File: config.mk
export PLATFORM = sky130hd
export DESIGN_NAME = pipeline_debug_unit
export DESIGN_NICKNAME = d
export VERILOG_FILES = /design/src/rtl/pipeline_debug_pkg.sv /design/src/rtl/pipeline_debug_unit_serializer.sv /design/src/rtl/pipeline_debug_unit.sv
export SDC_FILE = /design/constraint.sdc
export NUM_CORES = 1
export LEC_CHECK = 0
export ABC_CLOCK_PERIOD_IN_PS = 5200
export CORE_ASPECT_RATIO = 0.9
export CORE_UTILIZATION = 32
export CTS_CLUSTER_SIZE = 20
export DETAILED_ROUTE_END_ITERATION = 16
export MAX_ROUTING_LAYER = met4
export PLACE_DENSITY_LB_ADDON = 0.05
export SLEW_MARGIN = 0
export SYNTH_ARGS = -nofsm -noshare
export SYNTH_HDL_FRONTEND = slang
export SYNTH_HIERARCHICAL = 1
export SYNTH_SLANG_ARGS = --single-unit
File: constraint.sdc
create_clock -name clk -period 5.2 [get_ports clk]
set_input_delay 1.04 -clock clk [delete_from_list [all_inputs] [get_ports clk]]
set_output_delay 1.04 -clock clk [all_outputs]
set_load 0.1 [all_outputs]
File: src/rtl/pipeline_debug_pkg.sv
// Shared definitions for the pipeline run-control / state-dump unit.
// Optional feature macro: DEBUG_CHECKSUM_EN (appends an XOR checksum byte to each dump frame).
package pipeline_debug_pkg;

  localparam logic [7:0] CMD_RUN      = 8'h63;  // 'c'
  localparam logic [7:0] CMD_STEP     = 8'h73;  // 's'
  localparam logic [7:0] CMD_DUMP     = 8'h64;  // 'd'
  localparam logic [7:0] FRAME_HEADER = 8'hA5;

  localparam logic [5:0] HALT_OPCODE_DEFAULT = 6'b111111;

  typedef enum logic [2:0] {
    IDLE,
    RUN,
    STEP,
    CAPTURE,
    SEND
  } state_t;

endpackage

File: src/rtl/pipeline_debug_unit_serializer.sv
// debug_serializer: shadow copy of the pipeline snapshot plus the byte-wise
// valid/ready streamer that sends the dump frame.
// Optional feature macro: DEBUG_CHECKSUM_EN (trailing XOR byte).
module debug_serializer
  import pipeline_debug_pkg::*;
#(
  parameter int NUM_WORDS = 8
) (
  input  logic                   clk,
  input  logic                   rst_n,
  input  logic                   load,
  input  logic [31:0]            cycle_cnt,
  input  logic [32*NUM_WORDS-1:0] snap_bus,
  input  logic                   tx_ready,
  output logic [7:0]             tx_data,
  output logic                   tx_valid,
  output logic                   done
);

  localparam int DATA_LEN = 5 + 4 * NUM_WORDS;
`ifdef DEBUG_CHECKSUM_EN
  localparam int FRAME_LEN = DATA_LEN + 1;
`else
  localparam int FRAME_LEN = DATA_LEN;
`endif
  localparam int IDX_W = $clog2(FRAME_LEN);

  logic [32*NUM_WORDS-1:0] snap_shadow;
  logic [31:0]             cnt_shadow;
  logic [IDX_W-1:0]        idx;
  logic [IDX_W-1:0]        next_idx;
  logic [7:0]              next_byte;
  logic [8*DATA_LEN-1:0]   frame_bits;
  logic                    accept;
  logic                    last;
`ifdef DEBUG_CHECKSUM_EN
  logic [7:0]              csum;
`endif

  // Snapshot words are already LSB-first bytes, so the frame is one flat vector.
  assign frame_bits = {snap_shadow, cnt_shadow, FRAME_HEADER};
  assign accept     = tx_valid && tx_ready;
  assign last       = (idx == IDX_W'(FRAME_LEN - 1));
  assign done       = accept && last;
  assign next_idx   = idx + 1'b1;

  // Select the byte that follows the one currently on tx_data.
  always_comb begin
    // NOTE: default assignment first so no path leaves next_byte unassigned (no latch).
    next_byte = frame_bits[{next_idx, 3'b000} +: 8];
`ifdef DEBUG_CHECKSUM_EN
    if (next_idx == IDX_W'(DATA_LEN)) next_byte = csum ^ tx_data;
`endif
  end

  // Load the shadow copy on the capture pulse, then step through the frame on each handshake.
  always_ff @(posedge clk or negedge rst_n) begin
    if (!rst_n) begin
      // NOTE: the shadow registers are ordinary flops, not a RAM, so they take a reset value.
      snap_shadow <= '0;
      cnt_shadow  <= '0;
      idx         <= '0;
      tx_valid    <= 1'b0;
      tx_data     <= 8'h00;
`ifdef DEBUG_CHECKSUM_EN
      csum        <= 8'h00;
`endif
    end else if (load) begin
      // NOTE: non-blocking assignments so every flop samples pre-edge values.
      snap_shadow <= snap_bus;
      cnt_shadow  <= cycle_cnt;
      idx         <= '0;
      tx_valid    <= 1'b1;
      tx_data     <= FRAME_HEADER;
`ifdef DEBUG_CHECKSUM_EN
      csum        <= 8'h00;
`endif
    end else if (accept) begin
`ifdef DEBUG_CHECKSUM_EN
      csum <= csum ^ tx_data;
`endif
      if (last) begin
        idx      <= '0;
        tx_valid <= 1'b0;
        tx_data  <= 8'h00;
      end else begin
        idx     <= next_idx;
        tx_data <= next_byte;
      end
    end
  end

endmodule

File: src/rtl/pipeline_debug_unit.sv
// pipeline_debug_unit: run/step/dump control for the five-stage MIPS pipeline.
// Gates the pipeline via pipe_en, counts enabled cycles, and dumps a snapshot over UART.
// Optional feature macro: DEBUG_CHECKSUM_EN (handled inside debug_serializer).
module pipeline_debug_unit
  import pipeline_debug_pkg::*;
#(
  parameter int         NUM_WORDS   = 8,
  parameter logic [5:0] HALT_OPCODE = HALT_OPCODE_DEFAULT
) (
  input  logic                    clk,
  input  logic                    rst_n,
  input  logic [7:0]              rx_data,
  input  logic                    rx_valid,
  input  logic [31:0]             instruction_IF,
  input  logic [32*NUM_WORDS-1:0] snap_bus,
  output logic [7:0]              tx_data,
  output logic                    tx_valid,
  input  logic                    tx_ready,
  output logic                    pipe_en,
  output logic                    halted,
  output logic                    busy
);

  state_t      state;
  logic [31:0] cycle_cnt;
  logic        ser_done;
  logic        load;
  logic        halt_hit;
  logic        unused_ok;

  assign pipe_en   = (state == RUN) || (state == STEP);
  assign busy      = (state != IDLE);
  assign load      = (state == CAPTURE);
  assign halt_hit  = (instruction_IF[31:26] == HALT_OPCODE);
  assign unused_ok = ^instruction_IF[25:0];

  // Run-control FSM, sticky halt flag and enabled-cycle counter.
  always_ff @(posedge clk or negedge rst_n) begin
    if (!rst_n) begin
      state     <= IDLE;
      halted    <= 1'b0;
      cycle_cnt <= 32'h0;
    end else begin
      if (pipe_en) cycle_cnt <= cycle_cnt + 32'd1;
      case (state)
        IDLE: begin
          if (rx_valid) begin
            if (rx_data == CMD_RUN && !halted)       state <= RUN;
            else if (rx_data == CMD_STEP && !halted) state <= STEP;
            else if (rx_data == CMD_DUMP)            state <= CAPTURE;
          end
        end
        RUN: begin
          if (halt_hit) begin
            state  <= CAPTURE;
            halted <= 1'b1;
          end
        end
        STEP:    state <= CAPTURE;
        CAPTURE: state <= SEND;
        SEND:    if (ser_done) state <= IDLE;
        default: state <= IDLE;
      endcase
    end
  end

  debug_serializer #(
    .NUM_WORDS (NUM_WORDS)
  ) u_serializer (
    .clk       (clk),
    .rst_n     (rst_n),
    .load      (load),
    .cycle_cnt (cycle_cnt),
    .snap_bus  (snap_bus),
    .tx_ready  (tx_ready),
    .tx_data   (tx_data),
    .tx_valid  (tx_valid),
    .done      (ser_done)
  );

endmodule

# Word level (Yosys, flattened, before mapping)
# Cells that the tools add are included.
# Widths: inputs -> output; s select.
[classes]
n_addsub = 2
n_eq_ne = 13
shift = 1
n_mux = 16
n_reduce_logical = 13
[op_table]
columns = ["cell", "n"]
rows = [
  ["$shiftx 296x10->8", 1],
  ["$add 32x1->32 const B", 1],
  ["$eq 8x7->1 const B", 3],
  ["$mux 8", 3],
  ["$mux 3", 6],
  ["$mux 6", 3],
  ["$pmux 3 s5", 1],
  ["$eq 6x6->1 const B", 2],
  ["$add 6x1->6 const B", 1],
  ["$eq 3x2->1 const B", 2],
  ["$ne 2x2->1 const B", 3],
  ["$logic_and 1x1->1", 4],
  ["$ne 4x4->1 const B", 1],
  ["$reduce_and 2->1", 2],
  ["$reduce_and 4->1", 1],
  ["$reduce_bool 2->1", 2],
  ["$eq 3x1->1 const B", 1],
  ["$eq 3x3->1 const B", 1],
  ["$logic_not 3->1", 1],
  ["$mux 1", 3],
  ["$reduce_bool 3->1", 1],
  ["$logic_not 1->1", 1],
  ["$logic_or 1x1->1", 1],
]
[word_totals]
reg_bits = 339
input_bits = 300
word_cells = 53

# Longest topological paths before layout
# Gate-level depths: netlist (run 1).
[logic_depth]
word_depth = 6
depth_mapped = 13
ltp_nobuf = 7

# Hierarchy
# Netlist (run 1), hierarchy kept.
[modules_own_cells]
columns = ["module", "n_inst", "cells_each", "area_each_um2", "seq_area_each_um2"]
rows = [
  ["debug_serializer", 1, 907, 13855.8, 7582.3],
  ["pipeline_debug_unit", 1, 160, 1732.9, 900.9],
]

# Least setup slack after synthesis (run 1)
# OpenSTA, ideal clock, no wires.
[synth_timing]
path_kind = "flip-flop to flip-flop"
start = "reg u_serializer.idx[0]"
end = "reg u_serializer.tx_data[4]"
arrival_time_ns = 2.940
path_slack_ns = 2.121
stages_incl_launch_ff = 14
n_path_buf = 6
period_less_slack_ns = 3.079
path_cell_list = "dfrtp_1 -> buf_6 -> buf_12 -> buf_4 -> buf_4 -> inv_1 -> ha_1 -> buf_2 -> buf_1 -> mux4_2 -> nand2_1 -> nand2_1 -> a2111oi_1 -> o221ai_1"
[synth_between]
elab_chain_cells = 5
word_cells_on_any_way = 6
[synth_rtl]
columns = ["element", "line_no", "source"]
rows = [
  ["start: declaration", "pipeline_debug_unit_serializer.sv:30", "logic [IDX_W-1:0] idx;"],
  ["start signal: assignment", "pipeline_debug_unit_serializer.sv:87", "idx <= next_idx;"],
  ["$add 6x1->6", "pipeline_debug_unit_serializer.sv:45", "assign next_idx = idx + 1'b1;"],
  ["$shiftx 296x10->8", "pipeline_debug_unit_serializer.sv:50", "next_byte = frame_bits[{next_idx, 3'b000} +: 8];"],
  ["$mux 8 *", "pipeline_debug_unit_serializer.sv:82", "if (last) begin"],
  ["$mux 8 *", "pipeline_debug_unit_serializer.sv:78", "end else if (accept) begin"],
  ["$mux 8 *", "pipeline_debug_unit_serializer.sv:68", "end else if (load) begin"],
  ["end signal: assignment", "pipeline_debug_unit_serializer.sv:88", "tx_data <= next_byte;"],
  ["end: declaration", "pipeline_debug_unit_serializer.sv:15", "output logic [7:0] tx_data,"],
]
# Every way passes the cells marked *; elsewhere a longest branch is shown, timed or not. The select of a mux whose other input is x is not followed.
# A chain may end at the register's enable or synchronous reset.

# Final worst setup path (run 1)
[layout_timing]
start = "reg state[1]"
end = "out pipe_en"
[layout_between]
elab_chain_cells = 2
word_cells_on_any_way = 3
[layout_rtl]
columns = ["element", "line_no", "source"]
rows = [
  ["start: declaration", "pipeline_debug_unit.sv:24", "state_t state;"],
  ["start signal: assignment", "pipeline_debug_unit.sv:40", "state <= IDLE;"],
  ["start signal: assignment", "pipeline_debug_unit.sv:48", "if (rx_data == CMD_RUN && !halted) state <= RUN;"],
  ["start signal: assignment", "pipeline_debug_unit.sv:49", "else if (rx_data == CMD_STEP && !halted) state <= STEP;"],
  ["$eq 3x1->1 / $eq 3x2->1 (equally long branches)", "pipeline_debug_unit.sv:31", "assign pipe_en = (state == RUN) || (state == STEP);"],
  ["$logic_or 1x1->1 *", "pipeline_debug_unit.sv:31", ""],
  ["end: declaration", "pipeline_debug_unit.sv:19", "output logic pipe_en,"],
]
# Every way passes the cells marked *; elsewhere a longest branch is shown, timed or not.

==> results of run 1 <==
synthesized netlist by cell type, types with 4 or more instances:
library cell,instances,share of area (%)
sky130_fd_sc_hd__mux4_2,61,8.8
sky130_fd_sc_hd__and3_1,13,0.52
sky130_fd_sc_hd__xor2_1,6,0.34
sky130_fd_sc_hd__buf_1,5,0.12
sky130_fd_sc_hd__xnor2_1,29,1.6
sky130_fd_sc_hd__nor2_1,15,0.36
sky130_fd_sc_hd__and2_1,6,0.24
sky130_fd_sc_hd__dfrtp_1,339,54
sky130_fd_sc_hd__o21ai_0,5,0.16
sky130_fd_sc_hd__a32oi_1,4,0.22
sky130_fd_sc_hd__mux2i_1,13,0.83
sky130_fd_sc_hd__buf_2,12,0.39
sky130_fd_sc_hd__nand2_1,52,1.3
sky130_fd_sc_hd__nand3_1,19,0.61
sky130_fd_sc_hd__a21oi_1,24,0.77
sky130_fd_sc_hd__o221ai_1,9,0.51
sky130_fd_sc_hd__mux2_2,298,22
sky130_fd_sc_hd__nor3_1,8,0.26
sky130_fd_sc_hd__nor4_1,4,0.16
sky130_fd_sc_hd__nand4_1,23,0.92
sky130_fd_sc_hd__buf_4,6,0.29
sky130_fd_sc_hd__inv_1,10,0.24
sky130_fd_sc_hd__clkbuf_1,37,0.89
registers in the layout, indices dropped and copies added (netlist names):
signal / flops
state: 3
u_serializer/tx_valid: 1
halted: 1
u_serializer/snap_shadow: 256
u_serializer/idx: 6
u_serializer/cnt_shadow: 32
cycle_cnt: 32
u_serializer/tx_data: 8
layer usage:
layer	up-vias	share of wire [%]	routed length [um]
li1	4576	-	-
met1	5030	47	20500
met2	217	44	19300
met3	49	7.0	3040
met4	0	1.6	712
met5	-	0	0
worst paths after layout:
kind	depth (start not counted)	from	to
min in group asynchronous	1	rst_n	u_serializer/snap_shadow[235]
max in group asynchronous	2	rst_n	u_serializer/snap_shadow[126]
worst min register to register	1	cycle_cnt[31]	cycle_cnt[31]
worst max register to register	7	u_serializer/idx[0]	u_serializer/tx_data[1]
worst max-delay path	3	state[1]	pipe_en
worst min-delay path	1	cycle_cnt[31]	cycle_cnt[31]
cells by family (layout without fill, tap and decap cells):
logic type	count (synthesis)	after routing	share of synthesized area (%)
mux	375	375	31.7
flops	339	339	54.4
simple gates	158	158	5.31
compound gates	79	79	3.74
buf+inv	76	380	2.43
xor+xnor	37	37	2.18
fa+ha+maj	3	3	0.241
other cells	0	14	0
worst register-to-register path, stage by stage, from the launching register on:
cell and delay, ns:
sky130_fd_sc_hd__dfrtp_4 0.70, sky130_fd_sc_hd__inv_1 0.23, sky130_fd_sc_hd__ha_4 0.68, sky130_fd_sc_hd__mux4_2 0.42
sky130_fd_sc_hd__mux2i_1 0.37, sky130_fd_sc_hd__a21oi_1 0.13, sky130_fd_sc_hd__a2111oi_1 0.82, sky130_fd_sc_hd__o221ai_1 0.19
layout make-up:
type | instances | area (um2) | area share (%)
Tap cell | 624 | 781 | 3.82
Timing Repair Buffer | 303 | 3040 | 14.9
Sequential cell | 339 | 8490 | 41.6
Clock inverter | 8 | 115 | 0.564
Inverter | 10 | 37.5 | 0.184
Clock buffer | 59 | 1150 | 5.65
Multi-Input combinational cell | 652 | 6770 | 33.2
Antenna cell | 14 | 35.0 | 0.172
where the power goes:
group | internal [W] | switching (W) | leakage [nW]
logic | 0.00285 | 0.00271 | 3.48
clock network | 0.00167 | 0.00110 | 0.625
registers | 0.00378 | 0.000656 | 4.15
total | 0.00831 | 0.00446 | 8.25
per-stage QoR:
step                      setup slack, ns  hold WS (ns)
after floorplan                      2.12         0.440
after global placement               1.41         0.471
after detailed placement             1.40         0.474
after CTS                            1.33         0.483
after global routing                 1.19         0.505
final                                1.41         0.482
==> results.toml, run 1 <==
[timing]
worst_slew_pin_slew_ns = 1.19
maxSlewViolCount = 0
shortest_period_the_worst_path_allows_ns = 3.79
hold_viol = 0
worst_clock_skew_ns = 0.0160
worst_slew_margin_rel_pct = 20.9
finalSetupViolCount = 0
final.setup.tns_ns = 0
timing.final.crit_share_pct = 72.9
unrepaired_setup_endpoints_after_global_routing = "no"
fmax_mhz = 264

[clock_network]
clock-sinks = 339
cts.repair_timing.setup_buffer_count = 0
holdBufCountCts = 0
cts.repair.resized = 0
clk_latency_ns = 0.56
number_of_clock_buffers_inserted_by_tritoncts = 39
cts_root_buffer = "sky130_fd_sc_hd__clkbuf_16"
htreeDepth = 2
cts_max_path_buffers = 3
tritoncts_clock_tree = "built"
path_clk_slew_ns = 0.06

[finish]
fin_util_pct = 42.6
finalNonFillerCells = 2009
filler_cell_count = 4450
nNetsFinal = 1648
final_cell_mix = "338 x sky130_fd_sc_hd__dfrtp_1, 298 x sky130_fd_sc_hd__mux2_2, 284 x sky130_fd_sc_hd__clkdlybuf4s50_1, 61 x sky130_fd_sc_hd__mux4_2, 52 x sky130_fd_sc_hd__nand2_1"
commonest_non_fill_non_tap_cell_in_the_layout = "sky130_fd_sc_hd__dfrtp_1"
post-route-cell-area_um2 = 20400
drive_gt1_share_pct = 32.8
syn_to_final_growth_pct = 31.0

[placement]
placement.cell_area_um2 = 19100
dp_hpwl_mm = 30.5
gp_congestion = 0.824
placed_cells_incl_taps = 1928
port_buffers = 285

[critical_path]
cp.arrival_ns = 2.75
internal_reg_to_reg_setup_slack_ns = 1.50
cp_slowest_cell = "sky130_fd_sc_hd__clkdlybuf4s50_1"
cp_cell_sequence = "xnor2_2 > nor2_1 > clkdlybuf4s50_1"
worst-setup-path-type = "reg2out"
crit_path_max_incr_delay_ns = 1.20
setup.worst_path.start_class = "register"
largest_fanout_on_the_critical_path = 7
cp_data_required_time_ns = 4.16
critPathCaptureType = "output port"
cp.buffers_inverters = 1
cp_top_family = "buffers and inverters"

[global_routing]
grt_first_pass_wirelength_mm = 67.7
antenna_found_initial = 13
grt_usage_pct = 18.6
grt_start_max_net_pins = 157
grt_pass1_vias = 10500
grt_use_met1_pct = 25.6
use_met2_pct = 26.8
grt-ovfl-total = 0
grt.busiest_layer = "met2"
grtUsageMet3_pct = 5.15

[route]
final_routed_wirelength_across_all_metal_layers_mm = 43.6
antenna_violating_nets_post_route = 0
via_count = 9872
remaining_drc_errors = 0
routedWlPerCell_um = 21.7
post_drt_via_cell_ratio = 4.91
drt_pass1_iterations = 4
dr.first_iter.drc_count = 545

[power_and_ir_drop]
finalPower_w = 0.0128
power.static_leakage_nw = 8.25
vdd_drop_max_mv = 0.370
pwr_dens_nw_per_um2 = 625

[run]
maxCapViolCount = 0

[synth]
ys_ff_latch = 339
synth_warnings = 6
synth.net_count = 1370
yosys.cell_types.count = 64
number_of_synthesized_flops_with_an_enable_pin = 0
syn_area_um2 = 15600
post_synth_inst_count = 1067
postSynth.asyncResetShare_pct = 100
ys.flop_type = "sky130_fd_sc_hd__dfrtp_1"
synth_area_per_cell_um2 = 14.6
ys_seq_area_share_pct = 54.4

[floorplan]
initial_core_utilization_pct = 32.5
io-pin-count = 312
placement_rows = 76
horizontal_extent_of_the_die_um = 235
floorplan.die_area_um2 = 49600
die_height_um = 211
core_region_area_um2 = 47900

[outcome]
run_status = "complete, no violations"

[worst_hold_path]
path_type_of_the_worst_min_delay_path = "reg2reg"
No activity file was read; power rests on OpenSTA's default activity.
==> inputs of run 2 (changes only) <==
--- a/config.mk
+++ b/config.mk
@@ -5,7 +5,7 @@
 export SDC_FILE = /design/constraint.sdc
 export NUM_CORES = 1
 export LEC_CHECK = 0
-export ABC_CLOCK_PERIOD_IN_PS = 5200
+export ABC_CLOCK_PERIOD_IN_PS = 3600
 export CORE_ASPECT_RATIO = 0.9
 export CORE_UTILIZATION = 32
 export CTS_CLUSTER_SIZE = 20
==> constraint.sdc (replaced) <==
create_clock -name clk -period 3.6 [get_ports clk]
set_input_delay 0.72 -clock clk [delete_from_list [all_inputs] [get_ports clk]]
set_output_delay 0.72 -clock clk [all_outputs]
set_load 0.1 [all_outputs]
==> results.toml, run 2 (synthesis results as in run 1) <==
[outcome]
run_status = "complete, no violations"

[clock_network]
path_clk_slew_ns = 0.06
clk_latency_ns = 0.55
cts.repair_timing.setup_buffer_count = 0
htreeDepth = 2
clock-sinks = 339
cts.repair.resized = 0
number_of_clock_buffers_inserted_by_tritoncts = 40
holdBufCountCts = 0
tritoncts_clock_tree = "built"
cts_root_buffer = "sky130_fd_sc_hd__clkbuf_16"
cts_max_path_buffers = 3

[timing]
unrepaired_setup_endpoints_after_global_routing = "no"
timing.final.crit_share_pct = 89.3
maxSlewViolCount = 0
worst_slew_margin_rel_pct = 34.9
finalSetupViolCount = 0
final.setup.tns_ns = 0
worst_case_setup_margin_in_the_final_layout_ns = 0.383
hold_viol = 0
worst_slew_pin_slew_ns = 0.973
fmax_mhz = 311
worst_clock_skew_ns = 0.0121
shortest_period_the_worst_path_allows_ns = 3.22

[finish]
commonest_non_fill_non_tap_cell_in_the_layout = "sky130_fd_sc_hd__dfrtp_1"
final-seq-area_um2 = 8490
final_cell_mix = "338 x sky130_fd_sc_hd__dfrtp_1, 298 x sky130_fd_sc_hd__mux2_2, 273 x sky130_fd_sc_hd__clkdlybuf4s50_1, 61 x sky130_fd_sc_hd__mux4_2, 52 x sky130_fd_sc_hd__nand2_1"
largestRegisters = "u_serializer/snap_shadow x256, cycle_cnt x32, u_serializer/cnt_shadow x32"
finalNonFillerCells = 2027
fin_util_pct = 43.2
largest-register = "u_serializer/snap_shadow"
filler_cell_count = 4461
multi_input_combinational_cell_area_um2 = 6760
syn_to_final_growth_pct = 32.9
nNetsFinal = 1661
drive_gt1_share_pct = 34.7
largest_reg_flops = 256

[route]
antenna_violating_nets_post_route = 0
drt_pass1_iterations = 4
final_routed_wirelength_across_all_metal_layers_mm = 43.3
via_count = 10000
routedWlPerCell_um = 21.3
remaining_drc_errors = 0
dr.first_iter.drc_count = 460
post_drt_via_cell_ratio = 4.94

[critical_path]
cp_slowest_cell = "sky130_fd_sc_hd__ha_4"
largest_fanout_on_the_critical_path = 19
cp.buffers_inverters = 3
cp.arrival_ns = 3.63
critPathCaptureType = "register"
cp_cell_sequence = "inv_1 > ha_4 > buf_12 > mux4_2 > mux2i_1 > a21oi_1 > a2111oi_1 > buf_4 > o221ai_1"
cp_top_family = "multiplexers"
crit_path_max_incr_delay_ns = 0.55
setup.worst_path.start_class = "register"
worst-setup-path-type = "reg2reg"
cp_data_required_time_ns = 4.01

[floorplan]
horizontal_extent_of_the_die_um = 235
io-pin-count = 312
initial_core_utilization_pct = 32.5
core_region_area_um2 = 47900
die_height_um = 211
placement_rows = 76
floorplan.die_area_um2 = 49600

[power_and_ir_drop]
power.share.clock_pct = 23.2
pwr_dens_nw_per_um2 = 913
p_comb_share_pct = 43.3
power.static_leakage_nw = 8.43
swShare_pct = 34.5
switchingPower_w = 0.00653
p_int_w = 0.0124
vdd_drop_max_mv = 0.680
seq_power_share_pct = 33.6

[placement]
dp_slack_ns = 0.431
dp_hpwl_mm = 30.9
placed_cells_incl_taps = 1940
port_buffers = 285
gp_congestion = 0.805

[global_routing]
grt-ovfl-total = 0
grt_first_pass_wirelength_mm = 66.9
grt_start_max_net_pins = 82
grt_pass1_vias = 10600
grt_usage_pct = 18.3
antenna_found_initial = 13

[worst_hold_path]
path_type_of_the_worst_min_delay_path = "in2async"

[run]
maxCapViolCount = 0
run 2: worst paths after layout:
| path | depth (start not counted) | slack (ns) | from | to |
|---|---|---|---|---|
| max | 9 | 0.38 | u_serializer/idx[0] | u_serializer/tx_data[4] |
| min | 1 | 0.15 | rst_n | u_serializer/snap_shadow[228] |
| max reg2reg | 9 | 0.38 | u_serializer/idx[0] | u_serializer/tx_data[4] |
| min reg2reg | 1 | 0.48 | cycle_cnt[31] | cycle_cnt[31] |
| max in group asynchronous | 3 | 2.48 | rst_n | u_serializer/snap_shadow[131] |
| min in group clk | 1 | 0.48 | cycle_cnt[31] | cycle_cnt[31] |
run 2: worst register-to-register path, stage by stage, from the launching register on:
cell	delay, ns
sky130_fd_sc_hd__dfrtp_4	0.46
sky130_fd_sc_hd__inv_1	0.13
sky130_fd_sc_hd__ha_4	0.55
sky130_fd_sc_hd__buf_12	0.21
sky130_fd_sc_hd__mux4_2	0.33
sky130_fd_sc_hd__mux2i_1	0.44
sky130_fd_sc_hd__a21oi_1	0.10
sky130_fd_sc_hd__a2111oi_1	0.52
sky130_fd_sc_hd__buf_4	0.22
sky130_fd_sc_hd__o221ai_1	0.10
run 2: per-layer routing:
metal	share of wire, %	GRT usage, %	vias to the layer above	wire length [um]
met3	6.5	5.32	53	2830
met4	1.9	5.04	0	840
met5	0	-	-	0
li1	-	-	4606	-
met2	43	26.1	240	18700
met1	48	25.2	5119	20900
run 2: power by group through the flow:
stage	Clock [W]	Sequential (W)	Combinational [W]
CTS	0.00452	0.00637	0.00838
global route	0.00469	0.00660	0.00879
global placement	0	0.00640	0.00828
detailed placement	0	0.00644	0.00836
floorplan	0	0.00637	0.00558
finish	0.00438	0.00635	0.00819
run 2: area by class of cell:
cell class	count	area share (%)
Antenna cell	13	0.157
Clock buffer	57	5.68
Clock inverter	17	1.20
Inverter	10	0.181
Multi-Input combinational cell	652	32.6
Sequential cell	339	41.0
Tap cell	624	3.77
Timing Repair Buffer	315	15.4
run 2: per-stage QoR:
step	hold slack, ns	total power (W)	area (um2)
after global routing	0.179	0.0201	20700
after detailed placement	0.467	0.0148	19300
after CTS	0.187	0.0193	20700
after floorplan	0.424	0.0119	15600
after global placement	0.465	0.0147	19300
final	0.147	0.0189	20700
==> inputs of run 3 (changes only) <==
--- a/config.mk
+++ b/config.mk
@@ -5,6 +5,7 @@
 export SDC_FILE = /design/constraint.sdc
 export NUM_CORES = 1
 export LEC_CHECK = 0
+export ABC_AREA = 1
 export ABC_CLOCK_PERIOD_IN_PS = 3600
 export CORE_ASPECT_RATIO = 0.9
 export CORE_UTILIZATION = 32
==> results.toml, run 3 <==
[placement]
port_buffers = 285
placement.cell_area_um2 = 20200
gp_congestion = 0.821
dp_hpwl_mm = 38.4

[timing]
shortest_period_the_worst_path_allows_ns = 2.90
finalSetupViolCount = 0
hold_viol = 0
unrepaired_setup_endpoints_after_global_routing = "no"
fmax_mhz = 344
worst_clock_skew_ns = 0.0206
timing.final.crit_share_pct = 80.6
worst_slew_margin_rel_pct = 32.3
worst_slew_pin_slew_ns = 1.01
final.setup.tns_ns = 0
maxSlewViolCount = 0

[floorplan]
io-pin-count = 312
placement_rows = 78
horizontal_extent_of_the_die_um = 242
die_height_um = 218
core_region_area_um2 = 50700
initial_core_utilization_pct = 32.6
floorplan.die_area_um2 = 52700

[clock_network]
tritoncts_clock_tree = "built"
clock-sinks = 339
holdBufCountCts = 0
cts_root_buffer = "sky130_fd_sc_hd__clkbuf_16"
number_of_clock_buffers_inserted_by_tritoncts = 41
path_clk_slew_ns = 0.06
htreeDepth = 2
cts.repair_timing.setup_buffer_count = 0
cts.repair.resized = 0
cts_max_path_buffers = 3
clk_latency_ns = 0.57

[synth]
synth.area.top_cells = "sky130_fd_sc_hd__dfrtp_1 51%, sky130_fd_sc_hd__nand2_1 21%, sky130_fd_sc_hd__o21ai_0 6.5%"
yosys.cell_types.count = 35
synth_area_per_cell_um2 = 7.48
synth_warnings = 6
number_of_synthesized_flops_with_an_enable_pin = 0
ys_seq_area_share_pct = 51.2
syn_area_um2 = 16600
post_synth_inst_count = 2214
synth.cells.most_frequent = "915 x sky130_fd_sc_hd__nand2_1, 339 x sky130_fd_sc_hd__dfrtp_1, 221 x sky130_fd_sc_hd__inv_1, 215 x sky130_fd_sc_hd__o21ai_0, 145 x sky130_fd_sc_hd__nand3_1"
ys_ff_latch = 339
yosys.cell_count.top_type = "sky130_fd_sc_hd__nand2_1"
postSynth.asyncResetShare_pct = 100
ys.flop_type = "sky130_fd_sc_hd__dfrtp_1"
synthDominantCellAreaShare_pct = 51.2
cell_taking_the_most_area_after_synthesis = "sky130_fd_sc_hd__dfrtp_1"
synth.net_count = 2517

[critical_path]
setup.worst_path.start_class = "register"
cp_cell_sequence = "clkdlybuf4s50_1"
critical_path.reg2reg.startpoint = "u_serializer/idx[0]"
critPathCaptureType = "output port"
cp.arrival_ns = 2.18
cp_data_required_time_ns = 2.88
largest_fanout_on_the_critical_path = 2
cp.buffers_inverters = 1
internal_reg_to_reg_setup_slack_ns = 0.84
r2r_end = "u_serializer/tx_data[2]"
rr_worst_depth = 12
crit_path_max_incr_delay_ns = 1.18
cp_slowest_cell = "sky130_fd_sc_hd__clkdlybuf4s50_1"
cp_top_family = "buffers and inverters"
worst-setup-path-type = "reg2out"

[route]
routedWlPerCell_um = 17.5
post_drt_via_cell_ratio = 4.68
via_count = 14800
dr.first_iter.drc_count = 1124
final_routed_wirelength_across_all_metal_layers_mm = 55.3
antenna_violating_nets_post_route = 0
drt_pass1_iterations = 5
remaining_drc_errors = 0

[finish]
filler_cell_count = 5208
largest_reg_flops = 256
multi_input_combinational_cell_area_um2 = 6790
antenna_cells_inserted = 0
nNetsFinal = 2762
commonest_non_fill_non_tap_cell_in_the_layout = "sky130_fd_sc_hd__nand2_1"
final_cell_mix = "915 x sky130_fd_sc_hd__nand2_1, 338 x sky130_fd_sc_hd__dfrtp_1, 280 x sky130_fd_sc_hd__clkdlybuf4s50_1, 220 x sky130_fd_sc_hd__inv_1, 215 x sky130_fd_sc_hd__o21ai_0"
largest-register = "u_serializer/snap_shadow"
drive_gt1_share_pct = 5.83
fin_util_pct = 42.3
largestRegisters = "u_serializer/snap_shadow x256, cycle_cnt x32, u_serializer/cnt_shadow x32"
syn_to_final_growth_pct = 29.7
final-seq-area_um2 = 8490
post-route-cell-area_um2 = 21500

[global_routing]
antenna_found_initial = 0
grt_pass1_vias = 14600
grt_start_max_net_pins = 222
grt_usage_pct = 21.7
grt_first_pass_wirelength_mm = 86.6
grt-ovfl-total = 0

[worst_hold_path]
path_type_of_the_worst_min_delay_path = "in2async"

[outcome]
run_status = "complete, no violations"

[run]
maxCapViolCount = 0

[power_and_ir_drop]
power.static_leakage_nw = 10.1
vdd_drop_max_mv = 0.820
pwr_dens_nw_per_um2 = 849
run 3: worst max-delay path by stage:
| stage | cells past startpoint | startpoint | to | slack [ns] |
|---|---|---|---|---|
| final | 1 | u_serializer/tx_data[1] | tx_data[1] | 0.70 |
| after CTS | 1 | u_serializer/tx_data[1] | tx_data[1] | 0.68 |
| after floorplan | 13 | u_serializer/idx[0] | u_serializer/tx_data[2] | 1.45 |
| after global placement | 11 | u_serializer/idx[0] | u_serializer/tx_data[0] | 0.86 |
| after global routing | 14 | u_serializer/idx[0] | u_serializer/tx_data[4] | 0.55 |
| after detailed placement | 11 | u_serializer/idx[0] | u_serializer/tx_data[0] | 0.83 |
run 3: cells by family after synthesis:
| group | count (synthesis) | share of synthesized area [%] |
|---|---|---|
| compound gates | 288 | 9.29 |
| fa+ha+maj | 3 | 0.227 |
| flops | 339 | 51.2 |
| buf+inv | 343 | 8.10 |
| simple gates | 1221 | 30.0 |
| xor+xnor | 20 | 1.15 |
run 3: cell type report:
| class | count | share of cell area (%) |
|---|---|---|
| inverter | 227 | 3.98 |
| clock buffer | 63 | 5.77 |
| multi-input combinational | 1532 | 31.6 |
| timing repair buffer | 318 | 14.8 |
| tap | 680 | 3.96 |
| clock inverter | 9 | 0.378 |
| sequential | 339 | 39.5 |
run 3: per-layer routing:
metal | routed length (um) | vias to the layer above | global-route usage (%)
met4 | 894 | 0 | 4.47
met1 | 27000 | 7044 | 30.7
met3 | 2860 | 64 | 3.72
met2 | 24500 | 335 | 32.7
met5 | 0 | - | -
li1 | - | 7395 | -
run 3: report_power, final:
part / internal [W] / switching, W
clock: 0.00243 / 0.00168
sequential: 0.00507 / 0.000528
combinational: 0.00260 / 0.00592
run 3: per-stage QoR:
stage	worst slack (ns)	hold WS (ns)	power (W)	cells
floorplan	1.45	0.424	0.0111	2214
global placement	0.863	0.450	0.0142	3096
detailed placement	0.832	0.454	0.0143	3096
CTS	0.681	0.209	0.0185	3168
global route	0.550	0.226	0.0197	3168
finish	0.697	0.182	0.0182	3168
